==> src/rtl/alu_iter_unit.sv <==
// Iterative ALU: single-cycle logic/add/move/swap ops, shift-add multiplier and restoring divider.
// Define ALU_ITER_DIV_EN to build the divider; otherwise funct 0101 decodes as illegal.
module alu_iter_unit #(
  parameter int unsigned WIDTH = 16
) (
  input  logic             clk,
  input  logic             rst,
  input  logic             in_valid,
  output logic             in_ready,
  input  logic [1:0]       alu_op,
  input  logic [3:0]       funct,
  input  logic [WIDTH-1:0] op_a,
  input  logic [WIDTH-1:0] op_b,
  output logic             out_valid,
  input  logic             out_ready,
  output logic [WIDTH-1:0] result,
  output logic [WIDTH-1:0] result_hi,
  output logic             busy,
  output logic             div_zero,
  output logic             illegal
);

  localparam int unsigned CNT_W = (WIDTH > 1) ? $clog2(WIDTH) : 1;

`ifdef ALU_ITER_DIV_EN
  typedef enum logic [1:0] {
    S_IDLE = 2'd0,
    S_MUL  = 2'd1,
    S_DIV  = 2'd2,
    S_DONE = 2'd3
  } state_e;
`else
  typedef enum logic [1:0] {
    S_IDLE = 2'd0,
    S_MUL  = 2'd1,
    S_DONE = 2'd3
  } state_e;
`endif

  state_e             state_q, state_d;
  logic [CNT_W-1:0]   cnt_q, cnt_d;
  logic [WIDTH-1:0]   hi_q, hi_d;
  logic [WIDTH-1:0]   lo_q, lo_d;
  logic [WIDTH-1:0]   b_q, b_d;
  logic [WIDTH-1:0]   result_q, result_d;
  logic [WIDTH-1:0]   result_hi_q, result_hi_d;
  logic               out_valid_q, out_valid_d;
  logic               illegal_q, illegal_d;
  logic               last_iter;

  // Multiplier step: conditionally add multiplicand into the high half, then shift {carry,hi,lo} right.
  logic [WIDTH:0]     mul_sum;
  logic [WIDTH-1:0]   mul_hi_nxt;
  logic [WIDTH-1:0]   mul_lo_nxt;

  always_comb begin
    if (lo_q[0]) begin
      mul_sum = (WIDTH+1)'(hi_q) + (WIDTH+1)'(b_q);
    end else begin
      mul_sum = (WIDTH+1)'(hi_q);
    end
    mul_hi_nxt = mul_sum[WIDTH:1];
    mul_lo_nxt = {mul_sum[0], lo_q[WIDTH-1:1]};
  end

`ifdef ALU_ITER_DIV_EN
  // Restoring divider step: hi holds the partial remainder, lo shifts dividend out and quotient in.
  logic               div_zero_q, div_zero_d;
  logic [WIDTH:0]     div_sh;
  logic               div_ge;
  logic [WIDTH-1:0]   div_hi_nxt;
  logic [WIDTH-1:0]   div_lo_nxt;

  always_comb begin
    div_sh = {hi_q, lo_q[WIDTH-1]};
    div_ge = (div_sh >= (WIDTH+1)'(b_q));
    if (div_ge) begin
      div_hi_nxt = div_sh[WIDTH-1:0] - b_q;
    end else begin
      div_hi_nxt = div_sh[WIDTH-1:0];
    end
    div_lo_nxt = {lo_q[WIDTH-2:0], div_ge};
  end

  assign div_zero = div_zero_q;
`else
  assign div_zero = 1'b0;
`endif

  assign last_iter = (cnt_q == CNT_W'(WIDTH - 1));

  // State and datapath registers.
  always_ff @(posedge clk or posedge rst) begin
    if (rst) begin
      state_q     <= S_IDLE;
      cnt_q       <= '0;
      hi_q        <= '0;
      lo_q        <= '0;
      b_q         <= '0;
      result_q    <= '0;
      result_hi_q <= '0;
      out_valid_q <= 1'b0;
      illegal_q   <= 1'b0;
`ifdef ALU_ITER_DIV_EN
      div_zero_q  <= 1'b0;
`endif
    end else begin
      state_q     <= state_d;
      cnt_q       <= cnt_d;
      hi_q        <= hi_d;
      lo_q        <= lo_d;
      b_q         <= b_d;
      result_q    <= result_d;
      result_hi_q <= result_hi_d;
      out_valid_q <= out_valid_d;
      illegal_q   <= illegal_d;
`ifdef ALU_ITER_DIV_EN
      div_zero_q  <= div_zero_d;
`endif
    end
  end

  // Next-state and datapath update.
  always_comb begin
    state_d     = state_q;
    cnt_d       = cnt_q;
    hi_d        = hi_q;
    lo_d        = lo_q;
    b_d         = b_q;
    result_d    = result_q;
    result_hi_d = result_hi_q;
    out_valid_d = out_valid_q;
    illegal_d   = illegal_q;
`ifdef ALU_ITER_DIV_EN
    div_zero_d  = div_zero_q;
`endif

    case (state_q)
      S_IDLE: begin
        if (in_valid) begin
          // Single-cycle ops are the common case; iterative ops override the target state.
          state_d     = S_DONE;
          out_valid_d = 1'b1;
          cnt_d       = '0;
          result_d    = '0;
          result_hi_d = '0;
          unique case (alu_op)
            2'b00: result_d = op_a & op_b;
            2'b11: result_d = op_a | op_b;
            2'b10: result_d = op_a + op_b;
            2'b01: begin
              case (funct)
                4'b0000: result_d = op_a + op_b;
                4'b0001: result_d = op_a - op_b;
                4'b0100: begin
                  state_d     = S_MUL;
                  out_valid_d = 1'b0;
                  hi_d        = '0;
                  lo_d        = op_a;
                  b_d         = op_b;
                end
`ifdef ALU_ITER_DIV_EN
                4'b0101: begin
                  if (op_b == '0) begin
                    result_d    = '1;
                    result_hi_d = op_a;
                    div_zero_d  = 1'b1;
                  end else begin
                    state_d     = S_DIV;
                    out_valid_d = 1'b0;
                    hi_d        = '0;
                    lo_d        = op_a;
                    b_d         = op_b;
                  end
                end
`endif
                4'b0111: result_d = op_b;
                4'b1000: begin
                  result_d    = op_b;
                  result_hi_d = op_a;
                end
                default: illegal_d = 1'b1;
              endcase
            end
          endcase
        end
      end

      S_MUL: begin
        hi_d  = mul_hi_nxt;
        lo_d  = mul_lo_nxt;
        cnt_d = cnt_q + CNT_W'(1);
        if (last_iter) begin
          state_d     = S_DONE;
          out_valid_d = 1'b1;
          cnt_d       = '0;
          result_d    = mul_lo_nxt;
          result_hi_d = mul_hi_nxt;
        end
      end

`ifdef ALU_ITER_DIV_EN
      S_DIV: begin
        hi_d  = div_hi_nxt;
        lo_d  = div_lo_nxt;
        cnt_d = cnt_q + CNT_W'(1);
        if (last_iter) begin
          state_d     = S_DONE;
          out_valid_d = 1'b1;
          cnt_d       = '0;
          result_d    = div_lo_nxt;
          result_hi_d = div_hi_nxt;
        end
      end
`endif

      S_DONE: begin
        if (out_ready) begin
          state_d     = S_IDLE;
          out_valid_d = 1'b0;
          illegal_d   = 1'b0;
`ifdef ALU_ITER_DIV_EN
          div_zero_d  = 1'b0;
`endif
        end
      end

      default: state_d = S_IDLE;
    endcase
  end

  assign in_ready  = (state_q == S_IDLE);
  assign busy      = (state_q != S_IDLE);
  assign out_valid = out_valid_q;
  assign result    = result_q;
  assign result_hi = result_hi_q;
  assign illegal   = illegal_q;

endmodule
==> config.mk <==
export PLATFORM = sky130hd
export DESIGN_NAME = alu_iter_unit
export DESIGN_NICKNAME = d
export VERILOG_FILES = /design/src/rtl/alu_iter_unit.sv
export SDC_FILE = /design/constraint.sdc
export NUM_CORES = 1
export LEC_CHECK = 0
export CAP_MARGIN = 20
export CORE_ASPECT_RATIO = 0.6
export CORE_MARGIN = 2
export CORE_UTILIZATION = 30
export CTS_CLUSTER_DIAMETER = 30
export DETAILED_ROUTE_END_ITERATION = 8
export GPL_ROUTABILITY_DRIVEN = 0
export PLACE_DENSITY = 0.57
export SLEW_MARGIN = 20
export SYNTH_ARGS = -nofsm -noshare
export SYNTH_HDL_FRONTEND = slang
export SYNTH_SLANG_ARGS = --single-unit
==> constraint.sdc <==
create_clock -name clk -period 3.6 [get_ports clk]
set_clock_uncertainty 0.05 [all_clocks]
set_input_delay 0.54 -clock clk [delete_from_list [all_inputs] [get_ports clk]]
set_output_delay 0.54 -clock clk [all_outputs]
set_load 0.02 [all_outputs]
## Yosys cells after proc, flatten, opt, wreduce, memory -nomap -nowiden

Cells that the tools add are included.

- Bits in registers: 88
- Bits in latches: 0
- Memory bits (writable): 0
- Bits in read-only memories: 0
- Input bits: 42
- Output and inout port bits: 37
- Logic and storage cells: 85
- Memories kept: 0

- Add/subtract/negate cells: 4
- Multipliers: 0
- Divide/modulo/power cells: 0
- $lt $le $gt $ge: 0
- Equality and inequality tests: 16
- Shifts and indexed selects: 0
- Multiplexer cells: 38
- Bitwise gates (word level): 2
- Reduce and logical (&&, ||, !) cells: 16

Operators with widths:

| operator | count |
|---|---|
| $mux W16 | 12 |
| $pmux W16 S2 | 4 |
| $pmux W16 S4 | 1 |
| $pmux W16 S3 | 1 |
| $add A16 B16 Y17 | 1 |
| $mux W17 | 1 |
| $add A16 B16 Y16 | 1 |
| $and A16 B16 Y16 | 1 |
| $or A16 B16 Y16 | 1 |
| $sub A16 B16 Y16 | 1 |
| $reduce_and A4 Y1 | 3 |
| $mux W2 | 5 |
| $eq A4 B3 Y1 const B | 2 |
| $eq A4 B4 Y1 const B | 2 |
| $mux W1 | 8 |
| $mux W4 | 2 |
| $ne A2 B2 Y1 const B | 4 |
| $pmux W4 S2 | 1 |
| $eq A2 B2 Y1 const B | 3 |
| $pmux W2 S3 | 1 |
| $reduce_and A3 Y1 | 2 |
| $reduce_bool A2 Y1 | 3 |
| $reduce_and A5 Y1 | 1 |
| $reduce_or A5 Y1 | 1 |
| 11 further kinds | 14 |

## Longest topological paths before layout

- Word-level depth: 6
- Depth in mapped cells: 11
- Depth with buffers taken out: 11

## Worst setup path after synthesis

No wires, ideal clock.

- Path kind: input-to-reg
- From: input port op_a[0]
- To: register result_q[12] (netlist: result[12])
- Setup time: 0.082 ns
- Data arrival time: 2.477 ns
- Data required time: 3.468 ns
- Setup slack: 0.991 ns
- Stages on the path: 9
- Cell sequence: ha_1 > fa_1 > a211oi_1 > o21ai_0 > a31oi_1 > mux2i_1 > o21ai_0 > a21o_1 > a31oi_1

- Word-level cells in the longest chain between the ends: 5
- Elaborated cells on any way between the ends: 6
- Those cells by class: add/sub (2); mux (4)

Ends and longest elaborated chain:

| what | RTL line | RTL |
|---|---|---|
| from (decl) | 12 | `input logic [WIDTH-1:0] op_a,` |
| $sub A16 B16 Y16 / $add A16 B16 Y16 (equally long branches) | 154, 150, 153 |  |
| $pmux W16 S3 | 152 | `case (funct)` |
| $pmux W16 S4 (*) | 147 | `unique case (alu_op)` |
| $mux W16 (*) | 140 | `if (in_valid) begin` |
| $pmux W16 S2 (*) | 138 | `case (state_q)` |
| to (signal assigned) | 113 | `result_q <= result_d;` |
| to (decl) | 45 | `logic [WIDTH-1:0] result_q, result_d;` |

Every way passes the cells marked *; elsewhere a longest branch is shown, timed or not. The select of a mux whose other input is x is not followed.
A chain may end at the register's enable or synchronous reset.

## Final worst setup path

- From: input port op_b[2]
- To: register result_q[15] (netlist: result[15])

- Word-level cells in the longest chain between the ends: 5
- Elaborated cells on any way between the ends: 6
- Those cells by class: add/sub (2); mux (4)

Ends and longest elaborated chain:

| what | RTL line | RTL |
|---|---|---|
| from (decl) | 13 | `input logic [WIDTH-1:0] op_b,` |
| $sub A16 B16 Y16 / $add A16 B16 Y16 (equally long branches) | 154, 150, 153 |  |
| $pmux W16 S3 | 152 |  |
| $pmux W16 S4 (*) | 147 |  |
| $mux W16 (*) | 140 |  |
| $pmux W16 S2 (*) | 138 |  |

Marked as above.

==> impl_metrics.yaml <==
status:
  outcome: "finished, final reports clean"
route:
  totalWireLength_um: 27100
  drc: 0
  drt_iter0_markers: 849
  vias_per_cell: 5.56
  ant_nets: 0
  wl_per_cell_um: 20.1
  drt-pass1-iter-count: 6
  vias: 7512
synth:
  syn_area_um2: 7350
  syn-instance-count: 927
  synth.distinct_cells: 80
  synth_edf_count: 0
  synth_fp_nets: 1041
  synthFlopType: "dfrtp_1"
  ys_warn_count: 0
  syn_avg_cell_area_um2: 7.93
  ys_seq_area_frac: 0.299
  synthArstFlopShare: 1.00
  ys_ff_latch: 88
global_route:
  use_met2: 0.281
  grt_pass1_wl_um: 42200
  top_usage_layer: "met1"
  grt_remaining_overflow: 0
  antenna_found_initial: 0
  grt_use_met3: 0.0652
  grtUsageMet1: 0.335
  grt_max_degree: 69
  grt.total_usage: 0.213
  grt_pass1_vias: 7086
finish:
  final_cell_count_no_fill: 1350
  post-route-util: 0.378
  fin_nets: 1137
  areaGrowthSynthToFinish_pct: 23.9
  drive_above_1_share: 0.0914
  fill_cells: 2533
  n_antenna_cell: 0
worst_setup_path:
  startpoint: "op_b[2]"
  crit_arrival_ns: 3.47
  worstRegToRegCells: 9
  worstSetupEndpointType: "flip-flop"
  crit_required_ns: 3.80
  cp_max_fo: 7
  crit_type: "in2reg"
  r2r_setup_slack_ns: 0.55
  startpoint_type: "primary input"
  cp-endpoint: "result[15]"
  worst_r2r_endpoint: "result_hi[13]"
  r2r-start: "hi_q[0]"
sta:
  hold_viol_final: 0
  relSlewSlack: 0.429
  setup_viol: 0
  fmax_ghz: 0.306
  fin_crit_ns: 3.27
  whs_ns: 0.435
  rsz0062_at_grt: "false"
  worst_pin_slew_ns: 0.856
  finalCritPeriodShare: 0.909
  drv_slew: 0
  fin_tns_setup_ns: 0
floorplanning:
  placementRows: 44
  core_um2: 24100
  fp.dieH_um: 125
  start_util: 0.305
  die_area_um2: 25800
  ios: 79
  die_x_um: 206
placement:
  hpwl_um: 20800
  place_inst: 1334
  io_buffers: 77
power:
  netSwitchingPower_w: 0.00274
  p_per_area_nw_per_um2: 667
  leakagePower_nw: 4.05
  pwr-share-clk: 0.173
  p_comb_frac: 0.544
  switching_share: 0.451
  pwr-share-seq: 0.282
  peakVddDrop_mv: 0.526
  intPower_w: 0.00333
clock_network:
  htreeDepth: 3
  root_buffer: "clkbuf_16"
  clk_pin_slew_ns: 0.07
  cts_tree: "done"
  cts-resized-gates: 0
  cts.sinks: 88
  post_cts_buffers: 0
  clkLatencyLatePin_ns: 0.35
  cts_buffers: 9
  clockBufferDepth: 2
  holdBufCountCts: 0
hold_path:
  hp-class: "in2async"
job:
  maxCapViolCount: 0
==> registers in the layout, indices dropped and copies added, names as in the netlist, 2 cells and up <==
name,cells
state_q,2
hi_q,16
result,16
result_hi,16
lo_q,16
cnt_q,4
b_q,16
==> placed cells by master (no fill, tap or decap), drive strengths merged, types with 13 or more instances in the layout <==
master         instances
clkdlybuf4s50         77
a31oi                 24
nand2                127
ha                    69
dfrtp                 88
a21oi                 73
nor2                  79
o21ai                 99
a211oi                13
buf                   57
inv                   65
==> synth_stat cells, types with 5 or more instances <==
cell / count / area share
nand2_1: 126 / 0.064
o21ai_0: 93 / 0.063
dfrtp_1: 88 / 0.30
nor2_1: 78 / 0.040
a21oi_1: 73 / 0.050
ha_1: 69 / 0.12
inv_1: 64 / 0.033
clkbuf_1: 35 / 0.018
a31oi_1: 24 / 0.020
a211oi_1: 13 / 0.013
mux2i_1: 12 / 0.016
o211ai_1: 12 / 0.012
a21boi_0: 11 / 0.011
buf_2: 11 / 0.0075
nand3_1: 11 / 0.0075
nand2b_1: 10 / 0.0085
nor3_1: 10 / 0.0068
o22ai_1: 10 / 0.0085
xnor2_1: 10 / 0.012
a21o_1: 9 / 0.0092
mux2_2: 9 / 0.014
xor2_1: 9 / 0.011
o31ai_1: 8 / 0.0082
o21bai_1: 7 / 0.0071
o221ai_1: 7 / 0.0083
or3_1: 7 / 0.0060
a2111oi_0: 5 / 0.0060
a221o_1: 5 / 0.0068
and2_1: 5 / 0.0043
and3_1: 5 / 0.0043
o21a_1: 5 / 0.0051
==> worst max-delay path, stage by stage <==
cell and delay [ns]:
clkdlybuf4s50_1 0.51, inv_1 0.10, ha_1 0.43, inv_1 0.12
o221ai_1 0.39, a211oi_1 0.17, a211oi_1 0.62, o31ai_1 0.19
xor2_1 0.17, o311ai_1 0.23
==> metal layers <==
metal  share of wire  wire (µm)
met1            0.50      13500
met2            0.38      10400
met3            0.10       2740
met4           0.015        420
met5               0          0
==> layout make-up <==
type,instances,area [µm²],share of cell area
clock buffers,12,246,0.0270
clock inverters,4,76.3,0.00837
inverters,65,246,0.0270
multi-input cells,725,4730,0.519
flip-flops and latches,88,2200,0.242
well taps,322,403,0.0442
repair buffers,134,1210,0.133
==> logic make-up (layout without fill, tap and decap cells) <==
logic type / Yosys count / count (layout) / share of synthesized area
other cells: 1 / 1 / 0.000510
xor+xnor: 19 / 19 / 0.0226
flops: 88 / 88 / 0.299
mux: 21 / 21 / 0.0301
compound gates: 327 / 327 / 0.283
buf+inv: 114 / 215 / 0.0606
simple gates: 285 / 285 / 0.178
fa+ha+maj: 72 / 72 / 0.126
==> power by group through the flow <==
stage | logic (W) | registers (W) | clock network (W)
after global routing | 0.00364 | 0.00177 | 0.00112
after floorplan | 0.00184 | 0.00182 | 0
after CTS | 0.00329 | 0.00171 | 0.00107
final | 0.00331 | 0.00172 | 0.00105
after global placement | 0.00325 | 0.00172 | 0
after detailed placement | 0.00327 | 0.00172 | 0
==> worst min path at each step <==
stage	to	slack (ns)	cells after the start
6_report	out_valid	0.44	2
5_1_grt	lo_q[11]	0.45	2
4_1_cts	lo_q[2]	0.44	2
3_5_place_dp	lo_q[8]	0.43	2
3_3_place_gp	lo_q[8]	0.42	2
2_1_floorplan	lo_q[10]	0.40	2
==> through the flow <==
step	instance area [µm²]	power (W)	worst slack, ns
5_1_grt	9110	0.00652	0.164
3_5_place_dp	8790	0.00500	0.0907
6_report	9110	0.00608	0.327
3_3_place_gp	8790	0.00498	0.0452
2_1_floorplan	7350	0.00366	0.731
4_1_cts	9110	0.00608	0.444
Note: power is estimated with default switching activity, not from simulation.
==> RTL change (same settings) <==
The parameter `WIDTH` goes from 16 to 8.
--- a/src/rtl/alu_iter_unit.sv
+++ b/src/rtl/alu_iter_unit.sv
@@ -2,5 +2,5 @@
 // Define ALU_ITER_DIV_EN to build the divider; otherwise funct 0101 decodes as illegal.
 module alu_iter_unit #(
-  parameter int unsigned WIDTH = 16
+  parameter int unsigned WIDTH = 8
 ) (
   input  logic             clk,
Interface: changed (resized op_a, op_b, result and result_hi); port bits go from 79 to 47. No check against the original RTL was run, so the function may have changed too.
==> RTL change against the unedited design <==
- sequential cell count shrank 41
- first-iteration DRC count shrank 51%
- synthesized area shrank 48%
- sequential power shrank 48%
- routed wire length shrank 56%
- global-route usage shrank 3.2 points
- worst setup slack gained 0.32 ns
- total power shrank 50%
- critical path depth is the same
- synthesized cell count shrank 50%
- die area shrank 47%
- cell area shrank 49%
- fmax grew 11%
- critical path type unchanged
- largest power group unchanged
==> RTL change: results (changes against the unedited design) <==
Timing
  • Slew @ Worst Pin: 0.717 ns (-0.139 ns)

Place
  • Port-buffer cells: 45 (-42%)

Global route
  • First-pass GRT wire length: 19.3 mm (-54%)
  • Met2 Use GR: 23.6% (-4.5 points)
  • Vias in the first global route: 3428 (-52%)
  • Global Route Usage Sum: 18.1% (-3.2 points)
  • Met3 global-route usage: 4.73% (-1.8 points)

Power and ir drop
  • Seq group: 895 uW (-48%)
  • Pleak: 2.07 nW (-49%)
  • Clock power frac: 16.4% (-0.9 points)

Finish
  • Layout cells sized above 1: 8.53% (-0.61 points)
  • Filler instances: 1307 (-48%)

Synthesis
  • Synth area leaders: dfrtp_1 (31%), ha_1 (12%), nand2_1 (5.9%)
  • Synthesized instance count: 464 (-50%)
  • Most common library cells after synthesis: nand2_1 (61), dfrtp_1 (47), o21ai_0 (45)

Worst setup path
  • R2r startpoint: state_q[1]
  • Critical Path Start: op_a[0]
  • Worst-path cell with the longest stage delay: clkdlybuf4s50_1
  • R2R cell count: 8 (-1)
  • Crit-path max FO: 4 (-3)

Drt
  • 1st-iter DRT viols: 415 (-51%)
  • Met2 wire length: 4.50 mm (-57%)
  • M1 WL: 6.08 mm (-55%)
  • DR vias: 3629 (-52%)
  • Total routed wirelength: 12.0 mm (-56%)
  • Via-per-instance ratio: 5.38 (-3.2%)

Status
  • Outcome: finished clean

Worst hold path
  • Hold Crit Class: register to register

CTS
  • CTS Buf Count: 5 (-4)
  • Clk_lat worst skew: 0.30 ns (-0.05 ns)
  • H-tree Lvls: 2 (-1)
[RTL change: cell count changes in the layout (fill, tap and decap cells not counted), sizes merged, moves of 28 or more]
| cell | change |
|---|---|
| nand2 | -65 |
| o21ai | -51 |
| a21oi | -46 |
| nor2 | -46 |
| buf | -43 |
| dfrtp | -41 |
| ha | -33 |
| clkdlybuf4s50 | -32 |
| inv | -28 |
[RTL change: through the flow]
step / total power, mW / setup slack [ns] / hold WS, ns / cell area [um^2]
after floorplan: 1.90 / 1.16 / 0.400 / 3850
after global placement: 2.50 / 0.470 / 0.414 / 4500
after detailed placement: 2.53 / 0.366 / 0.427 / 4520
after CTS: 3.04 / 0.679 / 0.441 / 4660
after global routing: 3.28 / 0.459 / 0.469 / 4660
final: 3.04 / 0.646 / 0.439 / 4660
[RTL change: worst max path at each step]
stage / endpoint / cells after the start
after floorplan: result[6] / 8
after global placement: result[6] / 9
after detailed placement: result[6] / 9
after CTS: result[6] / 9
after global routing: result[6] / 10
final: result[6] / 10
[RTL change: final cells by class]
| cell class | count | area share (%) |
|---|---|---|
| multi-input cells | 355 | 52.1 |
| clock buffers | 5 | 2.68 |
| clock inverters | 3 | 0.483 |
| repair buffers | 59 | 12.2 |
| inverters | 35 | 2.82 |
| well taps | 170 | 4.56 |
| flip-flops and latches | 47 | 25.2 |
[RTL change: logic make-up after synthesis]
logic type | count (synthesis) | share of synthesized area [%]
adder cells (fa/ha/maj) | 40 | 13.5
multiplexers | 11 | 3.31
other | 1 | 0.0973
flip-flops | 47 | 30.5
AO/OA/AOI/OAI | 153 | 26.3
AND/OR/NAND/NOR | 139 | 17.2
XOR/XNOR | 11 | 2.50
buffers and inverters | 62 | 6.56
